**src/rtl/sb_rd_tracker_if.sv**
```systemverilog
// Issue / writeback / commit bus of the read-destination scoreboard, plus the
// per-entry producer state exported to RAW checkers.
interface sb_rd_tracker_if #(
  parameter int NR_ENTRIES    = 8,
  parameter int NUM_THREADS   = 2,
  parameter int REG_ADDR_SIZE = 6
);
  localparam int IDX_W = $clog2(NR_ENTRIES);
  localparam int TID_W = $clog2(NUM_THREADS);

  logic                                     flush_i;
  logic                                     issue_valid_i;
  logic                                     issue_ready_o;
  logic [REG_ADDR_SIZE-1:0]                 issue_rd_i;
  logic                                     issue_rd_fpr_i;
  logic [TID_W-1:0]                         issue_tid_i;
  logic [IDX_W-1:0]                         issue_trans_id_o;
  logic                                     wb_valid_i;
  logic [IDX_W-1:0]                         wb_trans_id_i;
  logic                                     commit_valid_o;
  logic [IDX_W-1:0]                         commit_trans_id_o;
  logic                                     commit_ack_i;
  logic [NR_ENTRIES-1:0][REG_ADDR_SIZE-1:0] rd_o;
  logic [NR_ENTRIES-1:0]                    rd_fpr_o;
  logic [NR_ENTRIES-1:0][TID_W-1:0]         thread_ids_o;
  logic [NR_ENTRIES-1:0]                    still_issued_o;
  logic [IDX_W-1:0]                         issue_pointer_o;
  logic                                     empty_o;
  logic                                     full_o;

  modport master (
    output flush_i, issue_valid_i, issue_rd_i, issue_rd_fpr_i, issue_tid_i,
           wb_valid_i, wb_trans_id_i, commit_ack_i,
    input  issue_ready_o, issue_trans_id_o, commit_valid_o, commit_trans_id_o,
           rd_o, rd_fpr_o, thread_ids_o, still_issued_o, issue_pointer_o,
           empty_o, full_o
  );

  modport slave (
    input  flush_i, issue_valid_i, issue_rd_i, issue_rd_fpr_i, issue_tid_i,
           wb_valid_i, wb_trans_id_i, commit_ack_i,
    output issue_ready_o, issue_trans_id_o, commit_valid_o, commit_trans_id_o,
           rd_o, rd_fpr_o, thread_ids_o, still_issued_o, issue_pointer_o,
           empty_o, full_o
  );
endinterface

```
**src/rtl/sb_rd_tracker.sv**
```systemverilog
// In-order scoreboard tracking destination registers of issued instructions.
// Optional macro SB_WB_COMMIT_BYPASS_EN lets an entry commit in its writeback cycle.
module sb_rd_entry #(
  parameter int REG_ADDR_SIZE = 6,
  parameter int TID_W         = 1
) (
  input  logic                     clk_i,
  input  logic                     rst_i,
  input  logic                     i_flush,
  input  logic                     i_issue,
  input  logic                     i_commit,
  input  logic                     i_wb,
  input  logic [REG_ADDR_SIZE-1:0] i_rd,
  input  logic                     i_fpr,
  input  logic [TID_W-1:0]         i_tid,
  output logic                     o_valid,
  output logic                     o_still,
  output logic [REG_ADDR_SIZE-1:0] o_rd,
  output logic                     o_fpr,
  output logic [TID_W-1:0]         o_tid
);
  always_ff @(posedge clk_i or posedge rst_i) begin
    if (rst_i) begin
      o_valid <= 1'b0;
      o_still <= 1'b0;
      o_rd    <= '0;
      o_fpr   <= 1'b0;
      o_tid   <= '0;
    end else if (i_flush || i_commit) begin
      o_valid <= 1'b0;
      o_still <= 1'b0;
    end else if (i_issue) begin
      o_valid <= 1'b1;
      // x0 is hardwired, so it never has an outstanding producer
      o_still <= (i_rd != '0) || i_fpr;
      o_rd    <= i_rd;
      o_fpr   <= i_fpr;
      o_tid   <= i_tid;
    end else if (i_wb && o_valid) begin
      o_still <= 1'b0;
    end
  end
endmodule

module sb_rd_tracker #(
  parameter int NR_ENTRIES    = 8,
  parameter int NUM_THREADS   = 2,
  parameter int REG_ADDR_SIZE = 6
) (
  input logic           clk_i,
  input logic           rst_i,
  sb_rd_tracker_if.slave bus
);
  localparam int IDX_W = $clog2(NR_ENTRIES);
  localparam int TID_W = $clog2(NUM_THREADS);
  localparam logic [IDX_W:0] FULL_CNT = NR_ENTRIES[IDX_W:0];

  logic [IDX_W-1:0]                         r_iptr, r_cptr;
  logic [IDX_W:0]                           r_cnt;
  logic [NR_ENTRIES-1:0]                    w_valid, w_still, w_fpr;
  logic [NR_ENTRIES-1:0][REG_ADDR_SIZE-1:0] w_rd;
  logic [NR_ENTRIES-1:0][TID_W-1:0]         w_tid;
  logic w_full, w_empty, w_ready, w_issue, w_cvalid, w_commit;

  assign w_full  = (r_cnt == FULL_CNT);
  assign w_empty = (r_cnt == '0);
  assign w_ready = !w_full && !bus.flush_i;
  assign w_issue = bus.issue_valid_i && w_ready;
`ifdef SB_WB_COMMIT_BYPASS_EN
  assign w_cvalid = w_valid[r_cptr] &&
                    (!w_still[r_cptr] || (bus.wb_valid_i && bus.wb_trans_id_i == r_cptr));
`else
  assign w_cvalid = w_valid[r_cptr] && !w_still[r_cptr];
`endif
  assign w_commit = w_cvalid && bus.commit_ack_i;

  for (genvar i = 0; i < NR_ENTRIES; i++) begin : g_ent
    sb_rd_entry #(.REG_ADDR_SIZE(REG_ADDR_SIZE), .TID_W(TID_W)) u_ent (
      .clk_i    (clk_i),
      .rst_i    (rst_i),
      .i_flush  (bus.flush_i),
      .i_issue  (w_issue && (r_iptr == IDX_W'(i))),
      .i_commit (w_commit && (r_cptr == IDX_W'(i))),
      .i_wb     (bus.wb_valid_i && (bus.wb_trans_id_i == IDX_W'(i))),
      .i_rd     (bus.issue_rd_i),
      .i_fpr    (bus.issue_rd_fpr_i),
      .i_tid    (bus.issue_tid_i),
      .o_valid  (w_valid[i]),
      .o_still  (w_still[i]),
      .o_rd     (w_rd[i]),
      .o_fpr    (w_fpr[i]),
      .o_tid    (w_tid[i])
    );
  end

  always_ff @(posedge clk_i or posedge rst_i) begin
    if (rst_i) begin
      r_iptr <= '0;
      r_cptr <= '0;
      r_cnt  <= '0;
    end else if (bus.flush_i) begin
      r_iptr <= '0;
      r_cptr <= '0;
      r_cnt  <= '0;
    end else begin
      if (w_issue)  r_iptr <= r_iptr + 1'b1;
      if (w_commit) r_cptr <= r_cptr + 1'b1;
      if (w_issue && !w_commit)      r_cnt <= r_cnt + 1'b1;
      else if (!w_issue && w_commit) r_cnt <= r_cnt - 1'b1;
    end
  end

  assign bus.issue_ready_o     = w_ready;
  assign bus.issue_trans_id_o  = r_iptr;
  assign bus.issue_pointer_o   = r_iptr;
  assign bus.commit_valid_o    = w_cvalid;
  assign bus.commit_trans_id_o = r_cptr;
  assign bus.rd_o              = w_rd;
  assign bus.rd_fpr_o          = w_fpr;
  assign bus.thread_ids_o      = w_tid;
  assign bus.still_issued_o    = w_still;
  assign bus.empty_o           = w_empty;
  assign bus.full_o            = w_full;
endmodule

```
**src/flat_wrapper.sv**
```systemverilog
// flat-port wrapper written by rule: the top's interface ports become plain ports
module sb_rd_tracker_flat 
#(
  parameter int NR_ENTRIES    = 8,
  parameter int NUM_THREADS   = 2,
  parameter int REG_ADDR_SIZE = 6
)
  (clk_i, rst_i, bus_flush_i, bus_issue_valid_i, bus_issue_rd_i, bus_issue_rd_fpr_i, bus_issue_tid_i, bus_wb_valid_i, bus_wb_trans_id_i, bus_commit_ack_i, bus_issue_ready_o, bus_issue_trans_id_o, bus_commit_valid_o, bus_commit_trans_id_o, bus_rd_o, bus_rd_fpr_o, bus_thread_ids_o, bus_still_issued_o, bus_issue_pointer_o, bus_empty_o, bus_full_o);
  sb_rd_tracker_if #(.NR_ENTRIES(NR_ENTRIES), .NUM_THREADS(NUM_THREADS), .REG_ADDR_SIZE(REG_ADDR_SIZE)) bus_i ();
  input logic clk_i;
  input logic rst_i;
  input wire logic [$bits(bus_i.flush_i)-1:0] bus_flush_i;
  input wire logic [$bits(bus_i.issue_valid_i)-1:0] bus_issue_valid_i;
  input wire logic [$bits(bus_i.issue_rd_i)-1:0] bus_issue_rd_i;
  input wire logic [$bits(bus_i.issue_rd_fpr_i)-1:0] bus_issue_rd_fpr_i;
  input wire logic [$bits(bus_i.issue_tid_i)-1:0] bus_issue_tid_i;
  input wire logic [$bits(bus_i.wb_valid_i)-1:0] bus_wb_valid_i;
  input wire logic [$bits(bus_i.wb_trans_id_i)-1:0] bus_wb_trans_id_i;
  input wire logic [$bits(bus_i.commit_ack_i)-1:0] bus_commit_ack_i;
  output wire logic [$bits(bus_i.issue_ready_o)-1:0] bus_issue_ready_o;
  output wire logic [$bits(bus_i.issue_trans_id_o)-1:0] bus_issue_trans_id_o;
  output wire logic [$bits(bus_i.commit_valid_o)-1:0] bus_commit_valid_o;
  output wire logic [$bits(bus_i.commit_trans_id_o)-1:0] bus_commit_trans_id_o;
  output wire logic [$bits(bus_i.rd_o)-1:0] bus_rd_o;
  output wire logic [$bits(bus_i.rd_fpr_o)-1:0] bus_rd_fpr_o;
  output wire logic [$bits(bus_i.thread_ids_o)-1:0] bus_thread_ids_o;
  output wire logic [$bits(bus_i.still_issued_o)-1:0] bus_still_issued_o;
  output wire logic [$bits(bus_i.issue_pointer_o)-1:0] bus_issue_pointer_o;
  output wire logic [$bits(bus_i.empty_o)-1:0] bus_empty_o;
  output wire logic [$bits(bus_i.full_o)-1:0] bus_full_o;
  assign bus_i.flush_i = bus_flush_i;
  assign bus_i.issue_valid_i = bus_issue_valid_i;
  assign bus_i.issue_rd_i = bus_issue_rd_i;
  assign bus_i.issue_rd_fpr_i = bus_issue_rd_fpr_i;
  assign bus_i.issue_tid_i = bus_issue_tid_i;
  assign bus_i.wb_valid_i = bus_wb_valid_i;
  assign bus_i.wb_trans_id_i = bus_wb_trans_id_i;
  assign bus_i.commit_ack_i = bus_commit_ack_i;
  assign bus_issue_ready_o = bus_i.issue_ready_o;
  assign bus_issue_trans_id_o = bus_i.issue_trans_id_o;
  assign bus_commit_valid_o = bus_i.commit_valid_o;
  assign bus_commit_trans_id_o = bus_i.commit_trans_id_o;
  assign bus_rd_o = bus_i.rd_o;
  assign bus_rd_fpr_o = bus_i.rd_fpr_o;
  assign bus_thread_ids_o = bus_i.thread_ids_o;
  assign bus_still_issued_o = bus_i.still_issued_o;
  assign bus_issue_pointer_o = bus_i.issue_pointer_o;
  assign bus_empty_o = bus_i.empty_o;
  assign bus_full_o = bus_i.full_o;
  sb_rd_tracker #(.NR_ENTRIES(NR_ENTRIES), .NUM_THREADS(NUM_THREADS), .REG_ADDR_SIZE(REG_ADDR_SIZE)) u_core (.clk_i(clk_i), .rst_i(rst_i), .bus(bus_i));
endmodule
```
**config.mk**
```make
export PLATFORM = sky130hd
export DESIGN_NAME = sb_rd_tracker_flat
export DESIGN_NICKNAME = d
export VERILOG_FILES = /design/src/rtl/sb_rd_tracker_if.sv /design/src/rtl/sb_rd_tracker.sv /design/src/flat_wrapper.sv
export SDC_FILE = /design/constraint.sdc
export NUM_CORES = 1
export LEC_CHECK = 0
export BUFFER_PORTS_ARGS = -buffer_cell sky130_fd_sc_hd__clkbuf_2
export CELL_PAD_IN_SITES_DETAIL_PLACEMENT = 1
export CELL_PAD_IN_SITES_GLOBAL_PLACEMENT = 1
export CORE_MARGIN = 4
export CORE_UTILIZATION = 38
export CTS_CLUSTER_DIAMETER = 60
export DETAILED_ROUTE_END_ITERATION = 6
export HOLD_SLACK_MARGIN = 0.08
export PLACE_DENSITY_LB_ADDON = 0.1
export SLEW_MARGIN = 40
export SYNTH_ARGS = -nofsm -noshare
export SYNTH_HDL_FRONTEND = slang
export SYNTH_SLANG_ARGS = --single-unit
```
**constraint.sdc**
```tcl
create_clock -name clk_i -period 8.7 [get_ports clk_i]
set_clock_uncertainty 0.15 [all_clocks]
set_input_delay 1.305 -clock clk_i [delete_from_list [all_inputs] [get_ports clk_i]]
set_output_delay 1.305 -clock clk_i [all_outputs]
set_load 0.05 [all_outputs]
```
## Word level (Yosys, flattened, before mapping)

Cells that the tools add are included.

| word-level totals | value |
|---|---|
| register bits after elaboration | 90 |
| output and inout port bits | 85 |
| input port bits | 17 |

| cells by class | value |
|---|---|
| bitwise operators | 8 |
| reduce and logical (&&, ||, !) cells | 84 |
| mux-type cells | 51 |
| order comparisons | 1 |
| $add $sub $neg | 4 |
| equal/unequal tests | 22 |

Operators with widths:

| kind | count |
|---|---|
| $mux 1 | 42 |
| $logic_and 1x1->1 | 38 |
| $eq 3x3->1 const B | 12 |
| $reduce_bool 3->1 | 9 |
| $reduce_bool 2->1 | 10 |
| $eq 3x2->1 const B | 6 |
| $reduce_and 2->1 | 8 |
| $mux 3 | 4 |
| $mux 4 | 3 |
| $eq 3x1->1 const B | 3 |
| $logic_not 3->1 | 3 |
| $logic_or 1x1->1 | 9 |
| $not 1->1 | 8 |
| $add 3x1->3 const B | 2 |
| $bmux 1 s3 | 2 |
| $reduce_bool 6->1 | 1 |
| $logic_not 1->1 | 5 |
| $add 4x1->4 const B | 1 |
| $eq 4x4->1 const B | 1 |
| $logic_not 4->1 | 1 |
| $lt 3x4->1 const B | 1 |
| $sub 4x1->4 const B | 1 |

## Longest topological paths before layout

| depth | value |
|---|---|
| depth in word-level cells | 9 |
| mapped depth | 11 |

## Modules after synthesis

From an unflattened synthesis, not the netlist that was laid out.

| unflattened totals | value |
|---|---|
| cells, all modules | 360 |
| area, all modules | 4424.2 um^2 |

By module, submodules not included:

| module | sequential area each (um^2) | cells each | times used | area each (um^2) |
|---|---|---|---|---|
| sb_rd_entry | 250.2 | 29 | 8 | 414.1 |
| sb_rd_tracker | 250.2 | 128 | 1 | 1111.1 |

## Worst setup path before layout

Ideal clock, no wire load.

| path | value |
|---|---|
| path kind | reg2out |
| from | register u_core.r_cptr[0] (netlist: u_core.bus.commit_trans_id_o[0]) |
| to | output port bus_commit_valid_o |
| path slack | 4779 ps |
| buffers on the path | 0 |
| stages on the path, launching flop included | 4 |
| arrival | 2466 ps |
| path through | dfrtp_1 -> inv_2 -> mux4_2 -> o21ai_0 |

| on the way | value |
|---|---|
| word-level cells in the longest chain between the ends | 4 |
| elaborated cells between the ends (all ways) | 6 |
| those cells by class | mux: 4; reduce/logical: 2 |

Ends and longest elaborated chain:

| item | RTL line | source |
|---|---|---|
| start: declaration | sb_rd_tracker.sv:58 | `logic [IDX_W-1:0] r_iptr, r_cptr;` |
| start signal: assignment | sb_rd_tracker.sv:107 | `if (w_commit) r_cptr <= r_cptr + 1'b1;` |
| $bmux 1 s3 | sb_rd_tracker.sv:73 | `assign w_cvalid = w_valid[r_cptr] && !w_still[r_cptr];` |
| $mux 1 (implied by the code) | sb_rd_tracker.sv:73 |  |
| $logic_not 1->1 | sb_rd_tracker.sv:73 |  |
| $logic_and 1x1->1 * | sb_rd_tracker.sv:73 |  |
| end: declaration | flat_wrapper.sv:22 | `output wire logic [$bits(bus_i.commit_valid_o)-1:0] bus_commit_valid_o;` |

Mark *: on every way between the ends. The rest lies on a longest branch, timed or not. The select of a mux whose other input is x is not followed.

## Worst setup path after layout

| path | value |
|---|---|
| from | input port bus_flush_i |
| to | register u_core.r_cnt[3] |

| on the way | value |
|---|---|
| word-level cells in the longest chain between the ends | 6 |
| elaborated cells between the ends (all ways) | 9 |
| those cells by class | mux: 2; reduce/logical: 7 |

Ends and longest elaborated chain:

| item | RTL line | source |
|---|---|---|
| start: declaration | flat_wrapper.sv:12 | `input wire logic [$bits(bus_i.flush_i)-1:0] bus_flush_i;` |
| $logic_not 1->1 | sb_rd_tracker.sv:67 | `assign w_ready = !w_full && !bus.flush_i;` |
| $logic_and 1x1->1 | sb_rd_tracker.sv:67 |  |
| $logic_and 1x1->1 | sb_rd_tracker.sv:68 | `assign w_issue = bus.issue_valid_i && w_ready;` |
| $logic_and 1x1->1 / $logic_not 1->1 (equally long branches) | sb_rd_tracker.sv:108, sb_rd_tracker.sv:109 |  |
| $mux 4 / $logic_and 1x1->1 (equally long branches) | sb_rd_tracker.sv:108, sb_rd_tracker.sv:109 |  |
| $mux 4 / $reduce_bool 3->1 (equally long branches) | n/a |  |
| end signal: assignment | sb_rd_tracker.sv:108 | `if (w_issue && !w_commit) r_cnt <= r_cnt + 1'b1;` |
| end signal: assignment | sb_rd_tracker.sv:109 | `else if (!w_issue && w_commit) r_cnt <= r_cnt - 1'b1;` |
| end: declaration | sb_rd_tracker.sv:59 | `logic [IDX_W:0] r_cnt;` |

Parallel ways exist; a longest one is shown, timed or not.
A chain may end at the register's enable or synchronous reset.

==> results.sh <==
export IMPL_status="complete, no violations"
export IMPL_fin_setup_tns_ns=0
export IMPL_r2r_start="u_core.bus.commit_trans_id_o[0]"
export IMPL_area_growth_pct=16.84
export IMPL_avgSynthCellArea_um2=12.94
export IMPL_fp_dieH_um=116.4
export IMPL_cts_buffer_depth=2
export IMPL_cts_setup_buffers=0
export IMPL_ys_types=48
export IMPL_wl_per_cell_um=19.99
export IMPL_yosys_register_bits=90
export IMPL_dpl_hpwl_um=7974
export IMPL_num_rows=39
export IMPL_viasPerCell=5.257
export IMPL_p_per_area_nw_per_um2=292.5
export IMPL_rsz0062_at_grt="false"
export IMPL_grt_pass1_wl_um=17890
export IMPL_hp_class="flip-flop to flip-flop"
export IMPL_initial_core_util_pct=38.94
export IMPL_via_count=2970
export IMPL_r2r_setup_slack_ns=5.27
export IMPL_worstReg2RegEnd="u_core.r_cnt[3]"
export IMPL_drive_gt1_share_pct=46.21
export IMPL_antennaDiodeCount=0
export IMPL_grtUsageTotal_pct=17.41
export IMPL_setup_viol=0
export IMPL_antenna_left=0
export IMPL_post_route_util_pct=45.50
export IMPL_dpl_cell_area_um2=4876
export IMPL_worst_path_max_fanout=36
export IMPL_place_inst=549
export IMPL_yosysSeqAreaShare_pct=50.43
export IMPL_die_x_um=116.4
export IMPL_syn_nets=377
export IMPL_gp_congestion=0.7827
export IMPL_synth_cells=345
export IMPL_required_ns=8.78
export IMPL_clockRootBuffer="clkbuf_16"
export IMPL_tightest_slew_ns=0.7771
export IMPL_worstRegToRegCells=10
export IMPL_nets=449
export IMPL_io_pins=102
export IMPL_grt_max_degree=64
export IMPL_slew_headroom_pct=48.19
export IMPL_stdcell_count=565
export IMPL_drcViolationCount=0
export IMPL_yosysWarningCount=0
export IMPL_hold_viol_final=0
export IMPL_drtPass1Iterations=4
export IMPL_synthesis_area_um2=4466
export IMPL_synth_edf_count=0
export IMPL_antenna_found_initial=0
export IMPL_crit_arrival_ns=3.97
export IMPL_holdWs_ns=0.3562
export IMPL_grt_pass1_vias=3095
export IMPL_synth_area_leaders="dfrtp_1 50%, mux2_2 9.6%, mux2_4 8.1%"
export IMPL_cts_max_level=3
export IMPL_timing_final_crit_share_pct=44.72
export IMPL_cts_hold_buffers=0
export IMPL_ir_drop_mv=0.1856
export IMPL_synthFlopType="dfrtp_1"
export IMPL_cts_repair_resized=0
export IMPL_worst_setup_path_start_kind="primary input"
export IMPL_end_kind="flip-flop"
export IMPL_cts_sinks=90
export IMPL_core_area_um2=11470
export IMPL_critPathLaunch="bus_flush_i"
export IMPL_async_flop_share_pct=100.0
export IMPL_worstSetupPathType="primary input to flip-flop"
export IMPL_slew_viol_final=0
export IMPL_cp_endpoint="u_core.r_cnt[3]"
export IMPL_leakagePower_uw=0.002593
export IMPL_max_freq_mhz=257.0
export IMPL_cts_buffers=9
export IMPL_post_route_min_period_ns=3.891
export IMPL_drt_iter0_markers=102
export IMPL_drv_cap=0
export IMPL_postLayoutCellArea_um2=5218
export IMPL_clk_pin_slew_worst_paths_ns=0.06
export IMPL_grt_remaining_overflow=0
export IMPL_die_area_um2=13550
export IMPL_cts_tree="done"
export IMPL_wl_um=11290
export IMPL_yosysTopAreaCellShare_pct=50.43
export IMPL_clk_latency_ns=0.34
export IMPL_port_buffers=101
export IMPL_yosysTopAreaCell="dfrtp_1"
==> power by group <==
group | internal [uW] | switching (uW) | total (uW)
clock network | 269 | 168 | 437
registers | 499 | 50.5 | 549
logic | 138 | 402 | 540
==> state kept, by name, indices dropped and copies added (netlist names) <==
register	flops
u_core.g_ent.u_ent.o_rd	48
u_core.g_ent.u_ent.o_tid	8
u_core.r_cnt	4
u_core.bus.issue_pointer_o	3
u_core.g_ent.u_ent.o_valid	8
u_core.g_ent.u_ent.o_fpr	8
u_core.g_ent.u_ent.o_still	8
u_core.bus.commit_trans_id_o	3
==> worst max-delay path: stages <==
cell,delay [ns]
clkbuf_2,0.43
nor3b_2,0.68
nand2b_1,0.21
ha_1,0.32
a21o_1,0.17
a21o_1,0.18
and2_1,0.17
a2111o_1,0.39
o311ai_1,0.09
==> synthesized netlist by cell type, types with 2 or more instances <==
master     n
nor4_1     2
clkbuf_1   5
o32ai_1    2
nand2_1   11
nand3_1   19
xnor2_1    2
a211oi_1   6
o21ai_0    3
a21o_1     2
nor2_1     7
mux2_2    38
mux4_2     2
nand4_1    5
buf_4     27
buf_6      4
a211o_1    6
a21oi_1    5
a21oi_2    2
mux2i_1    3
inv_1     14
ha_1      14
mux2_1     2
nand2b_1   5
mux2_4    24
a221oi_1  11
buf_2      5
nand4b_1   4
and2_1     3
dfrtp_1   90
nor2b_1    4
==> cells in the final DEF, fill, tap and decap left out, drive strengths merged, types with 5 or more instances in the layout <==
cell	count
clkbuf	112
dfrtp	90
mux2	64
nand3	19
inv	15
ha	14
nand2	11
a221oi	11
nor2	8
a21oi	7
a211o	6
a211oi	6
nand2b	5
nand4	5
nor2b	5
==> logic make-up (layout without fill, tap and decap cells) <==
family	after synthesis	count (layout)	share of synthesized area (%)
AO/OA/AOI/OAI	42	42	7.733
multiplexers	69	69	19.84
XOR/XNOR	3	3	0.5885
buffers and inverters	57	134	7.873
flip-flops	90	90	50.43
AND/OR/NAND/NOR	69	69	9.162
adder cells (fa/ha/maj)	15	15	4.371
==> routing by layer <==
metal	up-vias	part of all wire, %	global-route usage [%]
li1	1360	-	-
met1	1529	47	24.17
met2	71	46	26.77
met3	10	5.4	4.611
met4	0	1.1	5.336
met5	-	0	0
==> cell type report <==
| cell class | count | area [um2] |
|---|---|---|
| Inverter | 15 | 57.56 |
| Fill cell | 1230 | 6250 |
| Multi-Input combinational cell | 198 | 1867 |
| Tap cell | 143 | 178.9 |
| Timing Repair Buffer | 103 | 524.3 |
| Clock buffer | 11 | 252.7 |
| Clock inverter | 5 | 85.08 |
| Sequential cell | 90 | 2252 |
==> how the worst min path moves through the flow <==
stage | start | endpoint | slack [ns] | depth (start not counted)
after floorplan | u_core.g_ent[0].u_ent.o_fpr | u_core.g_ent[0].u_ent.o_fpr | 0.32 | 1
after global placement | u_core.g_ent[0].u_ent.o_fpr | u_core.g_ent[0].u_ent.o_fpr | 0.33 | 1
after detailed placement | u_core.g_ent[0].u_ent.o_fpr | u_core.g_ent[0].u_ent.o_fpr | 0.34 | 1
after CTS | u_core.g_ent[0].u_ent.o_fpr | u_core.g_ent[0].u_ent.o_fpr | 0.36 | 1
after global routing | u_core.g_ent[3].u_ent.o_rd[3] | u_core.g_ent[3].u_ent.o_rd[3] | 0.37 | 1
final | u_core.g_ent[3].u_ent.o_rd[5] | u_core.g_ent[3].u_ent.o_rd[5] | 0.36 | 1
==> metrics by stage <==
step / total power, uW / setup WS [ns]
CTS: 1545 / 4.850
floorplan: 996.8 / 4.779
global placement: 1093 / 4.631
finish: 1526 / 4.809
detailed placement: 1102 / 4.510
global route: 1598 / 4.648
Power figures use the tool's default switching activity.
